### src/rtl/vram_arbiter.sv
`default_nettype none
// ============================================================================
// Module   : vram_arbiter
// Purpose  : Two-port arbiter for one VRAM. Video fetches have priority, but
//            the CPU is guaranteed a grant after MAX_VID_BURST consecutive video
//            grants made while it was waiting. Every access takes at least three
//            cycles (IDLE -> ACCESS -> DONE). An access that sees no
//            mem_complete_i within TIMEOUT cycles is aborted: 8'hFF is returned
//            and the sticky err_o flag is raised.
// Ports    :
//   clk, rst                    clock, asynchronous active-high reset
//   vid_req_i, vid_addr_i       video read request and address
//   vid_data_o, vid_ack_o       video read data and completion pulse
//   cpu_req_i, cpu_rw_i         CPU request, direction (1 = read, 0 = write)
//   cpu_addr_i, cpu_di_i        CPU address and write data
//   cpu_do_o, cpu_ack_o         CPU read data and completion pulse
//   mem_addr_o, mem_do_o        VRAM address and write data
//   mem_we_o, mem_cs_o          VRAM write enable and access strobe
//   mem_di_i, mem_complete_i    VRAM read data and completion
//   busy_o                      high whenever the FSM is not idle
//   err_o, err_clr_i            sticky timeout flag and its clear
// Revision : 1.0 - initial release
// ============================================================================
module vram_arbiter #(
  parameter int MAX_VID_BURST = 4,
  parameter int TIMEOUT       = 15
) (
  input  logic        clk,
  input  logic        rst,
  input  logic        vid_req_i,
  input  logic [15:0] vid_addr_i,
  output logic [7:0]  vid_data_o,
  output logic        vid_ack_o,
  input  logic        cpu_req_i,
  input  logic        cpu_rw_i,
  input  logic [15:0] cpu_addr_i,
  input  logic [7:0]  cpu_di_i,
  output logic [7:0]  cpu_do_o,
  output logic        cpu_ack_o,
  output logic [15:0] mem_addr_o,
  output logic [7:0]  mem_do_o,
  output logic        mem_we_o,
  output logic        mem_cs_o,
  input  logic [7:0]  mem_di_i,
  input  logic        mem_complete_i,
  output logic        busy_o,
  output logic        err_o,
  input  logic        err_clr_i
);

  localparam logic [3:0] C_MAX_BURST = 4'(MAX_VID_BURST);
  localparam logic [7:0] C_TIMEOUT   = 8'(TIMEOUT);

  typedef enum logic [1:0] {
    ST_IDLE   = 2'd0,
    ST_ACCESS = 2'd1,
    ST_DONE   = 2'd2
  } state_t;

  state_t      state_q, state_d;
  logic [15:0] addr_q, addr_d;
  logic [7:0]  wdata_q, wdata_d;
  logic        we_q, we_d;
  logic        cs_q, cs_d;
  logic        owner_cpu_q, owner_cpu_d;   // 1 = current access belongs to CPU
  logic [3:0]  streak_q, streak_d;
  logic [7:0]  wait_q, wait_d;
  logic [7:0]  vid_data_q, vid_data_d;
  logic [7:0]  cpu_do_q, cpu_do_d;
  logic        err_q, err_d;

  logic        w_any_req;
  logic        w_grant_cpu;
  logic [7:0]  w_wait_inc;

  assign w_any_req   = vid_req_i | cpu_req_i;
  // CPU wins when it is alone, or when video has used up its burst allowance.
  assign w_grant_cpu = cpu_req_i & (~vid_req_i | (streak_q == C_MAX_BURST));
  assign w_wait_inc  = wait_q + 8'd1;

  always_ff @(posedge clk or posedge rst) begin
    if (rst) begin
      state_q     <= ST_IDLE;
      addr_q      <= 16'h0000;
      wdata_q     <= 8'h00;
      we_q        <= 1'b0;
      cs_q        <= 1'b0;
      owner_cpu_q <= 1'b0;
      streak_q    <= 4'd0;
      wait_q      <= 8'd0;
      vid_data_q  <= 8'h00;
      cpu_do_q    <= 8'h00;
      err_q       <= 1'b0;
    end else begin
      state_q     <= state_d;
      addr_q      <= addr_d;
      wdata_q     <= wdata_d;
      we_q        <= we_d;
      cs_q        <= cs_d;
      owner_cpu_q <= owner_cpu_d;
      streak_q    <= streak_d;
      wait_q      <= wait_d;
      vid_data_q  <= vid_data_d;
      cpu_do_q    <= cpu_do_d;
      err_q       <= err_d;
    end
  end

  always_comb begin
    state_d     = state_q;
    addr_d      = addr_q;
    wdata_d     = wdata_q;
    we_d        = we_q;
    cs_d        = cs_q;
    owner_cpu_d = owner_cpu_q;
    streak_d    = streak_q;
    wait_d      = wait_q;
    vid_data_d  = vid_data_q;
    cpu_do_d    = cpu_do_q;
    err_d       = err_q;

    // Clear first so that a timeout in the same cycle overrides it below.
    if (err_clr_i) begin
      err_d = 1'b0;
    end

    case (state_q)
      ST_IDLE: begin
        if (w_any_req) begin
          state_d     = ST_ACCESS;
          cs_d        = 1'b1;
          wait_d      = 8'd0;
          owner_cpu_d = w_grant_cpu;
          if (w_grant_cpu) begin
            addr_d   = cpu_addr_i;
            wdata_d  = cpu_di_i;
            we_d     = ~cpu_rw_i;
            streak_d = 4'd0;
          end else begin
            addr_d  = vid_addr_i;
            wdata_d = 8'h00;
            we_d    = 1'b0;
            // Only video grants that make the CPU wait count toward the burst.
            if (cpu_req_i) begin
              streak_d = (streak_q == 4'hF) ? 4'hF : streak_q + 4'd1;
            end else begin
              streak_d = 4'd0;
            end
          end
        end else begin
          streak_d = 4'd0;
        end
      end

      ST_ACCESS: begin
        if (mem_complete_i) begin
          cs_d    = 1'b0;
          state_d = ST_DONE;
          if (owner_cpu_q) begin
            if (!we_q) begin
              cpu_do_d = mem_di_i;
            end
          end else begin
            vid_data_d = mem_di_i;
          end
        end else if (w_wait_inc == C_TIMEOUT) begin
          cs_d    = 1'b0;
          err_d   = 1'b1;
          state_d = ST_DONE;
          if (owner_cpu_q) begin
            cpu_do_d = 8'hFF;
          end else begin
            vid_data_d = 8'hFF;
          end
        end else begin
          wait_d = w_wait_inc;
        end
      end

      ST_DONE: begin
        state_d = ST_IDLE;
      end

      default: begin
        state_d = ST_IDLE;
        cs_d    = 1'b0;
      end
    endcase
  end

  // Acks decode straight from registered state: one DONE cycle, one owner.
  assign vid_ack_o  = (state_q == ST_DONE) & ~owner_cpu_q;
  assign cpu_ack_o  = (state_q == ST_DONE) &  owner_cpu_q;
  assign busy_o     = (state_q != ST_IDLE);
  assign mem_addr_o = addr_q;
  assign mem_do_o   = wdata_q;
  assign mem_we_o   = we_q;
  assign mem_cs_o   = cs_q;
  assign vid_data_o = vid_data_q;
  assign cpu_do_o   = cpu_do_q;
  assign err_o      = err_q;

endmodule
`default_nettype wire

### config.mk
export PLATFORM = sky130hd
export DESIGN_NAME = vram_arbiter
export DESIGN_NICKNAME = d
export VERILOG_FILES = /design/src/rtl/vram_arbiter.sv
export SDC_FILE = /design/constraint.sdc
export NUM_CORES = 1
export LEC_CHECK = 0
export ABC_AREA = 1
export BUFFER_PORTS_ARGS = -buffer_cell sky130_fd_sc_hd__buf_2
export CORE_MARGIN = 1
export CORE_UTILIZATION = 32
export CTS_CLUSTER_DIAMETER = 30
export DETAILED_ROUTE_END_ITERATION = 8
export GPL_ROUTABILITY_DRIVEN = 0
export SYNTH_ARGS = -nofsm -noshare
export SYNTH_HDL_FRONTEND = slang
export SYNTH_SLANG_ARGS = --single-unit
### constraint.sdc
create_clock -name clk -period 2.3 [get_ports clk]
set_clock_uncertainty 0.2 [all_clocks]
set_input_delay 0.23 -clock clk [delete_from_list [all_inputs] [get_ports clk]]
set_output_delay 0.23 -clock clk [all_outputs]
set_load 0.01 [all_outputs]
# ---- Word-level counts from Yosys, hierarchy flattened
# Cells that the tools add are included.
dict set report totals {
  register_bits 58
  elab_cells 74
  inputBits 55
}
dict set report classes {
  eq_ne 10
  bitwise 9
  mux 32
  reduce_logical 10
  add_sub_neg 2
}
# operator n
set ops {}
lappend ops {{2-to-1 mux 8 bit} 13}
lappend ops {{2-to-1 mux 16 bit} 1}
lappend ops {{2-to-1 mux 4 bit} 4}
lappend ops {{case mux 8 bit (2 select lines)} 1}
lappend ops {{adder 8 x 1 -> 8 bit, second input constant} 1}
lappend ops {{equality test 8 x 4 -> 1 bit, second input constant} 1}
lappend ops {{2-to-1 mux 1 bit} 8}
lappend ops {{inequality test 2 bit, second input constant} 4}
lappend ops {{AND reduction 4 bit} 2}
lappend ops {{2-to-1 mux 2 bit} 3}
lappend ops {{AND reduction 3 bit} 2}
lappend ops {{nonzero test 2 bit} 3}
lappend ops {{adder 4 x 1 -> 4 bit, second input constant} 1}
lappend ops {{equality test 4 x 3 -> 1 bit, second input constant} 1}
lappend ops {{equality test 4 bit, second input constant} 1}
lappend ops {{inverter 1 bit} 4}
lappend ops {{case mux 2 bit (2 select lines)} 1}
lappend ops {{AND reduction 2 bit} 2}
lappend ops {{AND 1 bit} 3}
lappend ops {{inequality test 3 bit, second input constant} 1}
lappend ops {{case mux 1 bit (3 select lines)} 1}
lappend ops {{equality test 2 x 1 -> 1 bit, second input constant} 1}
lappend ops {{equality test 2 bit, second input constant} 1}
lappend ops {{zero test 2 bit} 1}
lappend ops {{OR 1 bit} 2}

# ---- Logic depth before layout (Yosys ltp)
# Gate-level depths: netlist of run 1.
dict set report logic_depth {
  ltp_word 5
  mapped_depth 11
  mapped_depth_nobuf 11
}

# ---- Worst setup path after synthesis of run 1
# No wires, ideal clock.
dict set report synth_timing {
  path_kind {register -> register}
  from {register wait_q[0]}
  to {register cpu_do_q[0] (netlist: cpu_do_o[0])}
  synth_period_minus_slack_ps 1865
  required_ps 1983
  setup_time_ps 117
  n_path_buf 0
  arrival_ps 1548
  stages_incl_launch_ff 12
  path_slack_ps 435
  path_cell_list {dfrtp_1 -> ha_1 -> nand2_1 -> inv_1 -> nor2_1 -> nand3_2 -> nor2_4 -> nand3_4 -> nand2_8 -> nand3_4 -> nand2_1 -> nand2_1}
}
dict set report synth_between {
  elab_chain_len 4
}
# element line
set synth_rtl {}
lappend synth_rtl {{start: declaration} 67} ;# logic [7:0] wait_q, wait_d;
lappend synth_rtl {{start signal: assignment} 102} ;# wait_q <= wait_d;
lappend synth_rtl {{adder 8 x 1 -> 8 bit} 79} ;# assign w_wait_inc = wait_q + 8'd1;
lappend synth_rtl {{equality test 8 x 4 -> 1 bit} 166} ;# end else if (w_wait_inc == C_TIMEOUT) begin
lappend synth_rtl {{nonzero test 2 bit (no line)} -}
lappend synth_rtl {{AND reduction 4 bit (no line)} -}
lappend synth_rtl {{end signal: assignment} 104} ;# cpu_do_q <= cpu_do_d;
lappend synth_rtl {{end: declaration} 69} ;# logic [7:0] cpu_do_q, cpu_do_d;
# No other way between the ends.
# A chain may end at the register's enable or synchronous reset.

# ---- Worst setup path after layout of run 1
dict set report layout_timing {
  from {register wait_q[0]}
  to {register vid_data_q[1] (netlist: vid_data_o[1])}
}
dict set report layout_between {
  elab_chain_len 4
}
# element line
set layout_rtl {}
lappend layout_rtl {{adder 8 x 1 -> 8 bit} 79}
lappend layout_rtl {{equality test 8 x 4 -> 1 bit} 166}
lappend layout_rtl {{nonzero test 2 bit (no line)} -}
lappend layout_rtl {{AND reduction 3 bit (no line)} -}
lappend layout_rtl {{end signal: assignment} 103} ;# vid_data_q <= vid_data_d;
lappend layout_rtl {{end: declaration} 68} ;# logic [7:0] vid_data_q, vid_data_d;
# No other way between the ends.

==> results of run 1 <==
## cell usage in the layout, fill, tap and decap left out
cell type      count
a21oi_1           39
a21oi_2            1
buf_12             1
buf_2            100
buf_4              3
clkbuf_8           9
clkinv_1           1
clkinv_2           4
clkinvlp_4         2
dfrtp_1           58
dlygate4sd3_1     43
ha_1               4
inv_1             21
inv_2              3
nand2_1          102
nand2_2            3
nand2_4            1
nand2_8            1
nand3_1           23
nand3_2            4
nand3_4            4
nand4_1           18
nor2_1            28
nor2_2             3
nor2_4             2
nor3_1             1
o21ai_0            4
o21ai_2            1
o21bai_2           1
o22ai_1            4
or2_2              8
## area by class of cell
cell class,instances,area (um2)
clock buffers,9,124
clock inverters,6,35.0
fillers,859,4660
inverters,25,93.8
multi-input cells,252,1290
flip-flops and latches,58,1450
well taps,108,135
repair buffers,147,973
## worst register-to-register path: cells and delay by family (launching register included)
kind | cells | cell delay (ns)
buf+inv | 1 | 0.06
simple gates | 9 | 0.99
flops | 1 | 0.44
fa+ha+maj | 1 | 0.28
## logic make-up after synthesis
logic type	Yosys count	synth area share [%]
AOI/OAI and AO/OA	50	9.24
adders and majority gates	4	1.72
buffers and inverters	38	5.80
DFF	58	49.8
and+or+nand+nor	198	33.4
## worst paths after layout
kind	end	depth (start not counted)	from
setup / recovery	vid_data_o[1]	11	wait_q[0]
hold / removal	mem_addr_o[11]	3	vid_addr_i[11]
setup reg to reg	vid_data_o[1]	11	wait_q[0]
hold reg to reg	cpu_do_o[2]	2	cpu_do_o[2]
max in group asynchronous	streak_q[1]	4	rst
min in group asynchronous	mem_do_o[2]	3	rst
## synthesized netlist by cell type (2+ instances only)
master | number | area, um2
a21oi_1 | 39 | 195
buf_2 | 8 | 40.0
clkbuf_1 | 4 | 15.0
dfrtp_1 | 58 | 1450
ha_1 | 4 | 50.1
inv_1 | 22 | 82.6
inv_2 | 2 | 7.51
nand2_1 | 102 | 383
nand2_2 | 3 | 18.8
nand3_1 | 23 | 115
nand3_2 | 4 | 40.0
nand3_4 | 4 | 70.1
nand4_1 | 18 | 113
nor2_1 | 28 | 105
nor2_2 | 3 | 18.8
nor2_4 | 2 | 22.5
o21ai_0 | 4 | 20.0
o22ai_1 | 4 | 25.0
or2_2 | 8 | 50.1
## report_power, final
part	switching, uW	total [uW]	internal (uW)
Clock	408	784	376
Sequential	247	1660	1420
Combinational	1110	1770	662
## stage by stage
| step | util (%) | cell area, um2 | total power, uW | cells |
|---|---|---|---|---|
| 2_1_floorplan | - | 2910 | 2730 | 348 |
| 4_1_cts | 46.8 | 4100 | 4240 | 605 |
| 3_5_place_dp | 40.1 | 3510 | 3380 | 547 |
| 5_1_grt | 46.8 | 4100 | 4560 | 605 |
| 3_3_place_gp | 40.1 | 3510 | 3340 | 547 |
| 6_report | 46.8 | 4100 | 4220 | 605 |
## registers in the layout, summed over array words and instances, names as in the netlist
name	count
streak_q	4
err_o	1
owner_cpu_q	1
wait_q	8
state_q	2
mem_cs_o	1
mem_addr_o	16
vid_data_o	8
mem_do_o	8
mem_we_o	1
cpu_do_o	8
## layer usage
metal / vias to the layer above / track usage, % / share of wire (%)
met5: - / 0 / 0
met4: 0 / 6.45 / 1.7
met3: 11 / 4.24 / 6.7
met2: 107 / 29.8 / 46
met1: 1339 / 22.7 / 45
li1: 1433 / - / -
==> results.toml, run 1 <==
[final_layout]
diodes = 0
finalNetCount = 552
syn_to_final_growth_pct = 41.0
final_layout_size_suffix_gt1_share_pct = 30.4

[cts]
clk_path_buf_depth = 2
cts_resized = 0
clock_latency_ns = 0.33
h-tree-depth = 3
cts_tree = "built"
clk_pin_slew_ns = 0.06
cts_made_buffers = 9
holdBufCountCts = 43
root_buffer = "clkbuf_8"
cts_setup_buffers = 0
clkSinkCount = 58

[sta]
whs_ns = 0.0104
fin_tns_setup_ns = 0
hold_viol = 0
fin_crit_sh_pct = 90.3
rsz0062_at_grt = "false"
relSlewSlack_pct = 56.6
layout_setup_ws_ns = 0.223
fmax_ghz = 0.482
worst_pin_slew_ns = 0.650
period_minus_slack_ns = 2.08
setup_viol = 0
slew_violations = 0

[route]
vias_per_cell = 4.78
drt_wl_total_mm = 7.97
post_drt_wl_per_cell_um = 13.2
ant_nets = 0
drtIter0Drc = 95
drt_pass1_iterations = 5
vias = 2890
drcViolationCount = 0

[power_and_ir_drop]
peakVddDrop_mv = 0.444
power_density_nw_per_um2 = 1030
leakage_uw = 0.00206

[run_status]
status = "finished clean"

[critical_path]
crit_family = "simple AND/OR/NAND/NOR gates"
cp_common_cell = "nand2_1"
cp_max_fo = 18
critPathCaptureType = "flop"
startpoint_type = "flop"
reg2reg_setup_slack_ns = 0.22
path_cells = "ha_1, nand2_1, inv_1, nor2_1, nand3_2, nor2_4, nand3_4, nand2_8, nand3_4, nand2_1, nand2_1"
path_buf_inv = 1
cp_data_arrival_time_ns = 2.10
critPathMaxStageDelay_ns = 0.44
cp.required_ns = 2.32
crit_type = "flop to flop"
slowest_stage = "dfrtp_1"

[global_routing]
grt_pass1_vias = 2923
grt_pass1_wl_mm = 13.8
gr-total-overflow = 0
antenna_found_initial = 0
grt_util_all_layers_pct = 17.9
grt_max_degree = 36

[floorplanning]
num_rows = 34
die_area_um2 = 9480
core_area_um2 = 8760
initial_core_util_pct = 33.2
die_w_um = 97.4
die_y_um = 97.4
num_io_pins = 101

[synth]
syn_avg_cell_area_um2 = 8.37
syn_area_um2 = 2910
netlist_instances = 348
synth_edf_count = 0
syn_nets = 407
seq_area_frac_synth_pct = 49.8
synth-main-ff-cell = "dfrtp_1"
synthArstFlopShare_pct = 100
synth_cell_type_count = 27
ys_ff_latch = 58
ys_warn_count = 0

[place]
hpwlAfterDp_mm = 5.15
post-place-ws_ns = 0.232
port_buffers = 100

[min_path]
worstHoldPathType = "input pin to flop"

[job]
drv_cap = 0
Note: power is estimated with default switching activity, not from simulation.
==> inputs of run 2 (changes only) <==
- CORE_ASPECT_RATIO: unset -> 1.5
==> results.toml, run 2 (same netlist as run 1, synthesis figures left out) <==
[run_status]
status = "finished clean"

[route]
drt_pass1_iterations = 4
drtIter0Drc = 161
drt_wl_total_mm = 8.11
vias_per_cell = 4.82
vias = 2903
drcViolationCount = 0
ant_nets = 0
post_drt_wl_per_cell_um = 13.5

[sta]
whs_ns = 0.00595
rsz0062_at_grt = "false"
slew_violations = 0
setup_viol = 0
fin_tns_setup_ns = 0
fmax_ghz = 0.486
worst_pin_slew_ns = 0.646
fin_crit_sh_pct = 89.4
period_minus_slack_ns = 2.06
relSlewSlack_pct = 56.8
hold_viol = 0

[power_and_ir_drop]
switching_share_pct = 37.6
switchingPower_uw = 1790
leakage_uw = 0.00209
pwr-share-comb_pct = 37.3
peakVddDrop_mv = 0.801
p_seq_share_pct = 34.6
pwr-share-clk_pct = 28.1
power_density_nw_per_um2 = 1140
intPower_uw = 2980

[critical_path]
cp.required_ns = 2.30
critPathMaxStageDelay_ns = 0.43
critPathCaptureType = "flop"
path_buf_inv = 1
cp_data_arrival_time_ns = 2.06
crit_type = "flop to flop"
cp_max_fo = 18
startpoint_type = "flop"
slowest_stage = "dfrtp_1"
path_cells = "ha_1, nand2_1, inv_1, nor2_1, nand3_2, nor2_4, nand3_4, nand2_8, nand3_4, nand2_1, nand2_1"
crit_family = "simple AND/OR/NAND/NOR gates"
cp_common_cell = "nand2_1"

[cts]
cts_made_buffers = 9
clk_path_buf_depth = 2
clkSinkCount = 58
clock_latency_ns = 0.32
holdBufCountCts = 35
clk_pin_slew_ns = 0.05
cts_setup_buffers = 0
cts_tree = "built"
cts_resized = 0
root_buffer = "clkbuf_16"
h-tree-depth = 3

[final_layout]
finalNetCount = 546
instances_no_fill = 602
final_common_cell = "nand2_1"
final_cell_mix = "nand2_1, buf_2, dfrtp_1"
largest_reg_flops = 16
finish.instance_area_um2 = 4180
multi_input_area_um2 = 1290
ff_latch_area_um2 = 1450
nFillCells = 861
final_util_pct = 47.3
diodes = 0
final_layout_size_suffix_gt1_share_pct = 31.1
syn_to_final_growth_pct = 43.4

[place]
port_buffers = 100
post-place-cells = 551
hpwlAfterDp_mm = 5.53
post_dp_cell_area_um2 = 3520

[global_routing]
grt_util_all_layers_pct = 18.6
gr-total-overflow = 0
grt_pass1_wl_mm = 13.7
antenna_found_initial = 0
grt_max_degree = 36
grt_pass1_vias = 3042

[min_path]
worstHoldPathType = "input pin to flop"

[floorplanning]
initial_core_util_pct = 33.0
die_w_um = 79.9
num_io_pins = 101
die_y_um = 119
core_area_um2 = 8830
die_area_um2 = 9490
num_rows = 42

[job]
drv_cap = 0
==> run 2: final cells by class <==
class | count | share of cell area (%)
multi-input combinational | 252 | 30.9
sequential | 58 | 34.8
clock inverter | 4 | 1.20
tap | 110 | 3.30
clock buffer | 12 | 6.14
inverter | 25 | 2.25
timing repair buffer | 141 | 21.4
==> run 2: power by group through the flow <==
stage | registers [uW] | logic, uW | clock network (uW)
after floorplan | 1810 | 916 | 0
after global placement | 1650 | 1710 | 0
after detailed placement | 1650 | 1740 | 0
after CTS | 1650 | 1800 | 1370
after global routing | 1700 | 2000 | 1420
final | 1650 | 1780 | 1340
==> run 2: worst register-to-register path: stages (launching register included) <==
cell	delay [ns]
dfrtp_1	0.43
ha_1	0.27
nand2_1	0.08
inv_1	0.06
nor2_1	0.11
nand3_2	0.11
nor2_4	0.11
nand3_4	0.13
nand2_8	0.15
nand3_4	0.13
nand2_1	0.10
nand2_1	0.05
==> run 2: layer usage <==
| metal | routed length [um] | global-route usage, % |
|---|---|---|
| met2 | 4270 | 33.8 |
| met3 | 382 | 3.91 |
| met5 | 0 | 0 |
| met1 | 3240 | 19.9 |
| met4 | 212 | 8.82 |
==> run 2: through the flow <==
step | setup WS, ns | total power [uW]
after global routing | 0.0454 | 5130
after global placement | 0.295 | 3360
after detailed placement | 0.254 | 3400
after CTS | 0.232 | 4820
final | 0.243 | 4770
after floorplan | 0.435 | 2730
==> run 2: worst paths after layout <==
check / startpoint / endpoint / slack (ns) / depth (start not counted)
max: wait_q[0] / vid_data_o[0] / 0.24 / 11
min: vid_addr_i[6] / mem_addr_o[6] / 0.006 / 3
max reg2reg: wait_q[0] / vid_data_o[0] / 0.24 / 11
min reg2reg: vid_data_o[2] / vid_data_o[2] / 0.26 / 2
max in group asynchronous: rst / vid_data_o[4] / 0.92 / 4
min in group asynchronous: rst / mem_addr_o[2] / 0.32 / 3
